$ cat config.mk
export PLATFORM = sky130hd
export DESIGN_NAME = spi_wave_loader
export DESIGN_NICKNAME = d
export VERILOG_FILES = /design/src/rtl/spi_wave_loader.sv
export SDC_FILE = /design/constraint.sdc
export NUM_CORES = 1
export LEC_CHECK = 0
export BUFFER_PORTS_ARGS = -buffer_cell sky130_fd_sc_hd__buf_2
export CAP_MARGIN = 10
export CORE_MARGIN = 3
export CORE_UTILIZATION = 26
export CTS_BUF_LIST = sky130_fd_sc_hd__clkbuf_4 sky130_fd_sc_hd__clkbuf_8
export DETAILED_ROUTE_END_ITERATION = 6
export GPL_ROUTABILITY_DRIVEN = 0
export PLACE_DENSITY = 0.43
export SYNTH_ARGS = -nofsm -noshare
export SYNTH_HDL_FRONTEND = slang
export SYNTH_SLANG_ARGS = --single-unit
$ cat constraint.sdc
create_clock -name clk -period 1.6 [get_ports clk]
set_input_delay 0.4 -clock clk [delete_from_list [all_inputs] [get_ports clk]]
set_output_delay 0.4 -clock clk [all_outputs]
set_load 0.02 [all_outputs]
$ cat src/rtl/spi_wave_loader.sv
// -----------------------------------------------------------------------------
// spi_wave_loader
//
// SPI slave front-end of the waveform generator. The MCU sends 32-bit command
// frames (mode 0, MSB first). Each frame is {cmd, index, value}:
//   cmd 0 : no operation
//   cmd 1 : write value to waveform RAM entry index (one-clk mem_we strobe)
//   cmd 2 : set the active waveform length to index (1..MEM_DEPTH)
// Anything else, or an out-of-range index/length, is rejected with frame_err.
// The previously received frame is shifted back out on MISO so the master can
// compare it with what it sent. SCK/SSEL/MOSI are oversampled in the clk
// domain, so SCK must be at most clk/4.
//
// Ports
//   clk        system clock
//   rst_n      synchronous reset, active low
//   SCK        SPI clock (idle low, data sampled on the rising edge)
//   MOSI       SPI data from the master, MSB first
//   SSEL       SPI slave select, active low
//   MISO       SPI data to the master, echo of the previous frame
//   mem_we     RAM write strobe, one clk wide
//   mem_addr   RAM write address, holds its last value between writes
//   mem_wdata  RAM write data, holds its last value between writes
//   wave_len   active waveform length in samples
//   rx_valid   one-clk pulse per accepted frame
//   frame_err  one-clk pulse per rejected frame
//
// Strobe latency, counted in clk edges starting with the edge that first
// samples the 32nd SCK rising edge high: sync stage 1, sync stage 2, edge
// register, entry into COMMIT, output register.
// -----------------------------------------------------------------------------
module spi_wave_loader #(
    parameter int CMD_W     = 4,
    parameter int ADDR_W    = 14,
    parameter int DATA_W    = 14,
    parameter int MEM_DEPTH = 256
) (
    input  logic              clk,
    input  logic              rst_n,
    input  logic              SCK,
    input  logic              MOSI,
    input  logic              SSEL,
    output logic              MISO,
    output logic              mem_we,
    output logic [ADDR_W-1:0] mem_addr,
    output logic [DATA_W-1:0] mem_wdata,
    output logic [ADDR_W-1:0] wave_len,
    output logic              rx_valid,
    output logic              frame_err
);

    localparam int FRAME_W = CMD_W + ADDR_W + DATA_W;
    localparam int CNT_W   = $clog2(FRAME_W);

    localparam logic [CNT_W-1:0]  LAST_BIT  = CNT_W'(FRAME_W - 1);
    localparam logic [ADDR_W:0]   DEPTH_V   = (ADDR_W + 1)'(MEM_DEPTH);
    localparam logic [CMD_W-1:0]  CMD_NOP   = CMD_W'(0);
    localparam logic [CMD_W-1:0]  CMD_WRITE = CMD_W'(1);
    localparam logic [CMD_W-1:0]  CMD_LEN   = CMD_W'(2);

    typedef enum logic [1:0] {
        IDLE,
        SHIFT,
        COMMIT
    } state_t;

    // Synchronisers and edge detection
    logic sck_s1, sck_s2, sck_d;
    logic ssel_s1, ssel_s2;
    logic mosi_s1, mosi_s2;
    logic sck_rise, sck_fall;
    logic mosi_bit;
    logic ssel_armed;

    // Frame engine
    state_t             state, state_nxt;
    logic [CNT_W-1:0]   bit_cnt;
    logic [FRAME_W-1:0] shreg;
    logic [FRAME_W-1:0] echo;

    // Decoded frame fields
    logic [CMD_W-1:0]  f_cmd;
    logic [ADDR_W-1:0] f_addr;
    logic [DATA_W-1:0] f_data;
    logic              addr_ok;
    logic              len_ok;

    // Next values of the registered outputs
    logic              we_nxt, rx_nxt, err_nxt;
    logic [ADDR_W-1:0] addr_nxt, len_nxt;
    logic [DATA_W-1:0] wdata_nxt;

    // -------------------------------------------------------------------------
    // Input synchronisation. The edge pulses are registered together with the
    // MOSI sample that belongs to them so both line up in the same cycle.
    // ssel_armed stays low after reset until SSEL has been seen high, so a
    // reset in the middle of a frame cannot resume on the tail of that frame.
    // -------------------------------------------------------------------------
    // NOTE: sequential state uses non-blocking assignments so every register
    // samples the pre-edge value of the others.
    always_ff @(posedge clk) begin
        if (!rst_n) begin
            sck_s1     <= 1'b0;
            sck_s2     <= 1'b0;
            sck_d      <= 1'b0;
            ssel_s1    <= 1'b0;
            ssel_s2    <= 1'b0;
            mosi_s1    <= 1'b0;
            mosi_s2    <= 1'b0;
            sck_rise   <= 1'b0;
            sck_fall   <= 1'b0;
            mosi_bit   <= 1'b0;
            ssel_armed <= 1'b0;
        end else begin
            sck_s1     <= SCK;
            sck_s2     <= sck_s1;
            sck_d      <= sck_s2;
            ssel_s1    <= SSEL;
            ssel_s2    <= ssel_s1;
            mosi_s1    <= MOSI;
            mosi_s2    <= mosi_s1;
            sck_rise   <= sck_s2 & ~sck_d;
            sck_fall   <= ~sck_s2 & sck_d;
            mosi_bit   <= mosi_s2;
            ssel_armed <= ssel_armed | ssel_s2;
        end
    end

    assign f_cmd   = shreg[FRAME_W-1 -: CMD_W];
    assign f_addr  = shreg[DATA_W +: ADDR_W];
    assign f_data  = shreg[DATA_W-1:0];
    assign addr_ok = ({1'b0, f_addr} < DEPTH_V);
    assign len_ok  = (f_addr != '0) && ({1'b0, f_addr} <= DEPTH_V);

    // -------------------------------------------------------------------------
    // Next-state and decode
    // -------------------------------------------------------------------------
    // NOTE: every signal driven here gets a default first, so no path through
    // the case statements can leave one unassigned and infer a latch.
    always_comb begin
        state_nxt = state;
        we_nxt    = 1'b0;
        rx_nxt    = 1'b0;
        err_nxt   = 1'b0;
        addr_nxt  = mem_addr;
        wdata_nxt = mem_wdata;
        len_nxt   = wave_len;

        case (state)
            IDLE: begin
                if (!ssel_s2 && ssel_armed) state_nxt = SHIFT;
            end
            SHIFT: begin
                if (ssel_s2)                            state_nxt = IDLE;
                else if (sck_rise && bit_cnt == LAST_BIT) state_nxt = COMMIT;
            end
            COMMIT: begin
                state_nxt = ssel_s2 ? IDLE : SHIFT;
                case (f_cmd)
                    CMD_NOP: rx_nxt = 1'b1;
                    CMD_WRITE: begin
                        if (addr_ok) begin
                            we_nxt    = 1'b1;
                            addr_nxt  = f_addr;
                            wdata_nxt = f_data;
                            rx_nxt    = 1'b1;
                        end else begin
                            err_nxt = 1'b1;
                        end
                    end
                    CMD_LEN: begin
                        if (len_ok) begin
                            len_nxt = f_addr;
                            rx_nxt  = 1'b1;
                        end else begin
                            err_nxt = 1'b1;
                        end
                    end
                    default: err_nxt = 1'b1;
                endcase
            end
            default: state_nxt = IDLE;
        endcase
    end

    // -------------------------------------------------------------------------
    // Frame engine and registered outputs. The shift path stays live in
    // COMMIT so an SCK edge landing there still counts toward the next frame.
    // The echo only shifts on falling edges that follow a rising edge of the
    // current frame; the trailing fall of the previous frame's last bit
    // arrives with bit_cnt back at 0 and must leave echo[MSB] in place.
    // -------------------------------------------------------------------------
    always_ff @(posedge clk) begin
        if (!rst_n) begin
            state     <= IDLE;
            bit_cnt   <= '0;
            shreg     <= '0;
            echo      <= '0;
            mem_we    <= 1'b0;
            mem_addr  <= '0;
            mem_wdata <= '0;
            wave_len  <= DEPTH_V[ADDR_W-1:0];
            rx_valid  <= 1'b0;
            frame_err <= 1'b0;
        end else begin
            state <= state_nxt;

            if (state == IDLE) begin
                bit_cnt <= '0;
            end else if (sck_rise) begin
                shreg   <= {shreg[FRAME_W-2:0], mosi_bit};
                bit_cnt <= (bit_cnt == LAST_BIT) ? '0 : bit_cnt + 1'b1;
            end

            if (state == COMMIT) begin
                echo <= shreg;
            end else if (state == SHIFT && sck_fall && bit_cnt != '0) begin
                echo <= {echo[FRAME_W-2:0], 1'b0};
            end

            mem_we    <= we_nxt;
            mem_addr  <= addr_nxt;
            mem_wdata <= wdata_nxt;
            wave_len  <= len_nxt;
            rx_valid  <= rx_nxt;
            frame_err <= err_nxt;
        end
    end

    assign MISO = (state != IDLE) & echo[FRAME_W-1];

endmodule

# [Word level (Yosys, flattened, before mapping)]
# Cells that the tools add are included.
[word_totals] reg_bits=127 in_bits=5 out_inout_bits=46 elab_cells=72
[op_classes] addsub=1 magnitude_cmp=2 n_eq_ne=7 muxes=14 bitwise_logic=8 reduce_logical=19
[ops] operator="32-bit 2-to-1 mux" count=2
[ops] operator="14-bit by 9-bit <= comparator with 1-bit output, second input constant" count=1
[ops] operator="14-bit by 9-bit < comparator with 1-bit output, second input constant" count=1
[ops] operator="14-bit nonzero test" count=1
[ops] operator="3-bit AND reduction" count=3
[ops] operator="2-bit 2-to-1 mux" count=3
[ops] operator="1-bit one-hot mux with 3 select lines" count=2
[ops] operator="2-bit one-hot mux with 3 select lines" count=1
[ops] operator="2-bit AND reduction" count=3
[ops] operator="5-bit by 1-bit adder with 5-bit output, second input constant" count=1
[ops] operator="5-bit == test, second input constant" count=1
[ops] operator="1-bit logical AND" count=5
[ops] operator="1-bit 2-to-1 mux" count=5
[ops] operator="5-bit 2-to-1 mux" count=1
[ops] operator="5-bit nonzero test" count=1
[ops] operator="4-bit by 1-bit == test with 1-bit output, second input constant" count=1
[ops] operator="4-bit by 2-bit == test with 1-bit output, second input constant" count=1
[ops] operator="4-bit zero test" count=1
[ops] operator="1-bit inverter" count=4
[ops] operator="2-bit nonzero test" count=2
[ops] operator="1-bit bitwise AND" count=3
[ops] operator="3-bit != test, second input constant" count=1
[ops] operator="2-bit by 1-bit == test with 1-bit output, second input constant" count=1
[ops] operator="2-bit == test, second input constant" count=1
[ops] operator="other kinds (5)" count=5

# [Longest topological paths before layout]
[logic_depth] depth_word=5 depth_mapped=8 mapped_depth_nobuf=6

# [Worst setup path after synthesis]
# OpenSTA, ideal clock, no wires.
[synth_path] path_type="register -> register" start="register bit_cnt[0]" end="register echo[10]" setup_time_ps=132 t_arrival_ps=1550 required_time_ps=1468 path_slack_ps=-82 path_stages_with_launch=9 n_path_buf=2 period_less_slack_ps=1682 path_cell_list="dfxtp_1 > inv_1 > ha_1 > or4b_1 > and3_1 > buf_6 > buf_6 > mux2i_1 > a21oi_1"
[synth_via] elab_chain_len=3
[synth_lines] item="start, declared" line="77" rtl="logic [CNT_W-1:0] bit_cnt;"
[synth_lines] item="start signal, assigned" line="212" rtl="bit_cnt <= (bit_cnt == LAST_BIT) ? '0 : bit_cnt + 1'b1;"
[synth_lines] item="5-bit nonzero test" line="217" rtl="end else if (state == SHIFT && sck_fall && bit_cnt != '0) begin"
[synth_lines] item="1-bit logical AND" line="217"
[synth_lines] item="2-bit nonzero test (no source line)"
[synth_lines] item="end signal, assigned" line="216" rtl="echo <= shreg;"
[synth_lines] item="end signal, assigned" line="218" rtl="echo <= {echo[FRAME_W-2:0], 1'b0};"
[synth_lines] item="end, declared" line="79" rtl="logic [FRAME_W-1:0] echo;"
# Every way passes these cells.
# A chain may end at the register's enable or synchronous reset.

# [Worst setup path after layout]
[layout_path] start="register bit_cnt[0]" end="register echo[12]"
# The elaborated chain is that of the path after synthesis.

==> results.yml <==
setup_path:
  worstPathMaxFanout: 8
  worst_setup_path_start_kind: "flop"
  critPathSlowestCell: "or4b_4"
  worstPathArrival_ps: 2030
  reg2reg_depth: 7
  worstSetupEndpointType: "flop"
  cp_num_buf_inv: 2
  r2r_start: "bit_cnt[0]"
  criticalPathCategory: "reg -> reg"
  ff2ff_setup_slack_ps: -110
  slowest_delay_ps: 450
  worstReg2RegEnd: "echo[12]"
  path_delay_family: "simple AND/OR/NAND/NOR gates"
  required_ps: 1920
  cp_cell_sequence: "inv_2 -> ha_4 -> or4b_4 -> and3_4 -> buf_12 -> mux2i_2 -> a21oi_1"
clock_network:
  numCtsBuffers: 17
  cts.htree.levels: 4
  path_clk_slew_ps: 70
  root_buffer: "clkbuf_8"
  cts.sinks: 127
  cts_tree: "yes"
  cts_buffer_depth: 2
  clock_latency_ps: 440
  hold_buffers: 0
synthesis:
  ys_async_sr_fraction_pct: 0
  yosysWarnings: 0
  synth_edf_count: 0
  synthesis.nets: 563
  synth_ff_type: "dfxtp_1"
  ys_ff_latch: 127
  ys_seq_area_share_pct: 51.7
  synthCells: 555
  ys_types: 49
  netlist_area_um2: 4910
  syn_avg_cell_area_um2: 8.86
global_routing:
  antenna_found_initial: 0
  grt_max_degree: 59
  grt_pass1_vias: 3968
  met1_usage_pct: 17.2
  grt_first_pass_wirelength_um: 20900
  grt-busiest-layer: "met2"
  grt.overflow.total: 0
  grt_usage_pct: 12.8
  use_met2_pct: 19.9
  grt_use_met3_pct: 3.66
power:
  p_per_area_nw_per_um2: 978
  ir_drop_mv: 0.453
  leakage_nw: 2.38
sta:
  skew_ps: 10.9
  finalSetupViolCount: 35
  slew_violations: 0
  max_slew_margin_pct: 70.5
  max_freq_ghz: 0.586
  hold_violations: 0
  setup_tns_ps: -2420
  post-route-min-period_ps: 1710
  setup_ws_ps: -108
  tightest_slew_ps: 443
  finalCritPeriodShare_pct: 107
  rsz0062_at_grt: "true"
routing:
  post_drt_wl_per_cell_um: 14.4
  drt-pass1-iter-count: 4
  drt_iter0_markers: 123
  vias: 4064
  vias_per_cell: 4.63
  ant_nets: 0
  wl_um: 12600
  remaining_drc_errors: 0
floorplan:
  die_w_um: 143
  core_area_um2: 18300
  rows: 49
  die_h_um: 143
  io-pin-count: 51
  initial_core_util_pct: 26.9
  die_area_um2: 20600
cells_and_area:
  fin_area_um2: 6430
  regArea_um2: 2560
  post-route-util_pct: 35.2
  num_antenna_cells: 0
  fillers: 1898
  final_nets: 643
  multi_input_area_um2: 2310
  drive_gt1_share_pct: 27.3
  area_delta_synth_final_pct: 30.9
min_path:
  whs_path_depth: 2
  hold_start: "MOSI"
  hold_class: "in -> reg"
  hold_end: "mosi_s1"
run:
  max-cap-violations: 0
place:
  dpl_cell_area_um2: 5710
  place_hpwl_um: 8120
  numPortBuffers: 50
status:
  violations: "setup timing"
  status: "complete, but fails checks"
[through the flow]
| stage | total power [W] | hold slack (ps) | setup WS [ps] | instances |
|---|---|---|---|---|
| 4_1_cts | 0.00638 | 133 | -74.3 | 875 |
| 5_1_grt | 0.00654 | 147 | -175 | 877 |
| 3_3_place_gp | 0.00337 | 401 | -100 | 839 |
| 2_1_floorplan | 0.00332 | 382 | -43.4 | 555 |
| 6_report | 0.00629 | 167 | -108 | 877 |
| 3_5_place_dp | 0.00337 | 407 | -107 | 839 |
[synth_stat cells, types with 2 or more instances]
master | instances | area (um2)
buf_1 | 5 | 18.8
and4_1 | 2 | 17.5
xor2_1 | 2 | 17.5
nor2b_1 | 4 | 25.0
o22ai_1 | 2 | 12.5
nor3_1 | 4 | 20.0
nand4_1 | 11 | 68.8
clkbuf_1 | 25 | 93.8
and3_1 | 13 | 81.3
nand2b_1 | 3 | 18.8
inv_1 | 3 | 11.3
or4_4 | 2 | 22.5
buf_2 | 6 | 30.0
ha_1 | 3 | 37.5
buf_6 | 3 | 33.8
nor2_1 | 18 | 67.6
o31ai_1 | 7 | 52.6
o21ai_0 | 32 | 160
nand2_1 | 117 | 439
mux2i_1 | 33 | 330
a21oi_1 | 95 | 475
and2_1 | 8 | 50.1
nor4_1 | 3 | 18.8
dfxtp_1 | 127 | 2540
o21a_1 | 2 | 15.0
nand3_1 | 2 | 10.0
[report_power, final]
part	total, W	switching, W	internal (W)
sequential	0.00318	0.00000786	0.00317
combinational	0.000115	0.0000760	0.0000392
clock	0.00300	0.00123	0.00176
total	0.00629	0.00132	0.00497
[state kept, by name, summed over array words and instances (netlist names), 2 cells and up]
signal / flops
echo: 32
shreg: 32
mem_addr: 14
mem_wdata: 14
wave_len: 14
bit_cnt: 5
state: 2
[final cells by class]
class | count | area share [%]
Multi-Input combinational cell | 384 | 35.9
Clock inverter | 9 | 2.02
Timing Repair Buffer | 101 | 12.8
Sequential cell | 127 | 39.8
Clock buffer | 23 | 4.82
Inverter | 4 | 0.233
Tap cell | 229 | 4.45
[per-layer routing]
metal  share of wire [%]  vias up
li1                    -     2094
met1                  49     1919
met2                  47       38
met3                 2.7       13
met4                 1.4        0
met5                   0        -
[repair_timing]
action | 4_1_cts | 5_1_grt
gates cloned | 2 | 1
setup buffers | 2 | 1
resized for setup | 14 | 28
pin swaps | 15 | 11
hold endpoints to repair | 0 | 0
endpoints found under the setup margin | 49 | 71
[cell usage in the layout, fill, tap and decap left out, drive strengths merged]
master / count
and4: 2
clkinv: 5
o21a: 2
clkinvlp: 1
and3: 13
o21ai: 34
inv: 4
o31ai: 7
a211oi: 1
xor2: 2
nor2: 19
o2111ai: 1
a41oi: 1
a22oi: 1
nor4: 4
clkbuf: 24
dfxtp: 127
o22ai: 2
nand3b: 2
or4: 2
nor3: 6
nand4: 11
xnor2: 1
o311a: 1
or4b: 1
nand3: 3
nand2: 117
nor4b: 1
nor2b: 4
mux2i: 33
buf: 100
ha: 3
bufinv: 3
nand2b: 3
and2: 8
o2111a: 1
nor4bb: 1
a21oi: 96
o2bb2a: 1
[worst max-delay path by stage]
| stage | to | cells past startpoint | startpoint |
|---|---|---|---|
| floorplan | echo[1] | 8 | bit_cnt[0] |
| global placement | wave_len[0] | 5 | state[1] |
| detailed placement | echo[9] | 7 | bit_cnt[0] |
| CTS | echo[12] | 7 | bit_cnt[0] |
| global route | echo[12] | 7 | bit_cnt[0] |
| finish | echo[12] | 7 | bit_cnt[0] |
[cell families (layout without fill, tap and decap cells)]
| kind of cell | Yosys count | after routing | share of synthesized area, % |
|---|---|---|---|
| buf+inv | 44 | 137 | 4.20 |
| mux | 33 | 33 | 6.72 |
| fa+ha+maj | 3 | 3 | 0.764 |
| compound gates | 148 | 148 | 16.5 |
| flops | 127 | 127 | 51.7 |
| simple gates | 197 | 197 | 19.6 |
| xor+xnor | 3 | 3 | 0.535 |
Power figures use the tool's default switching activity.
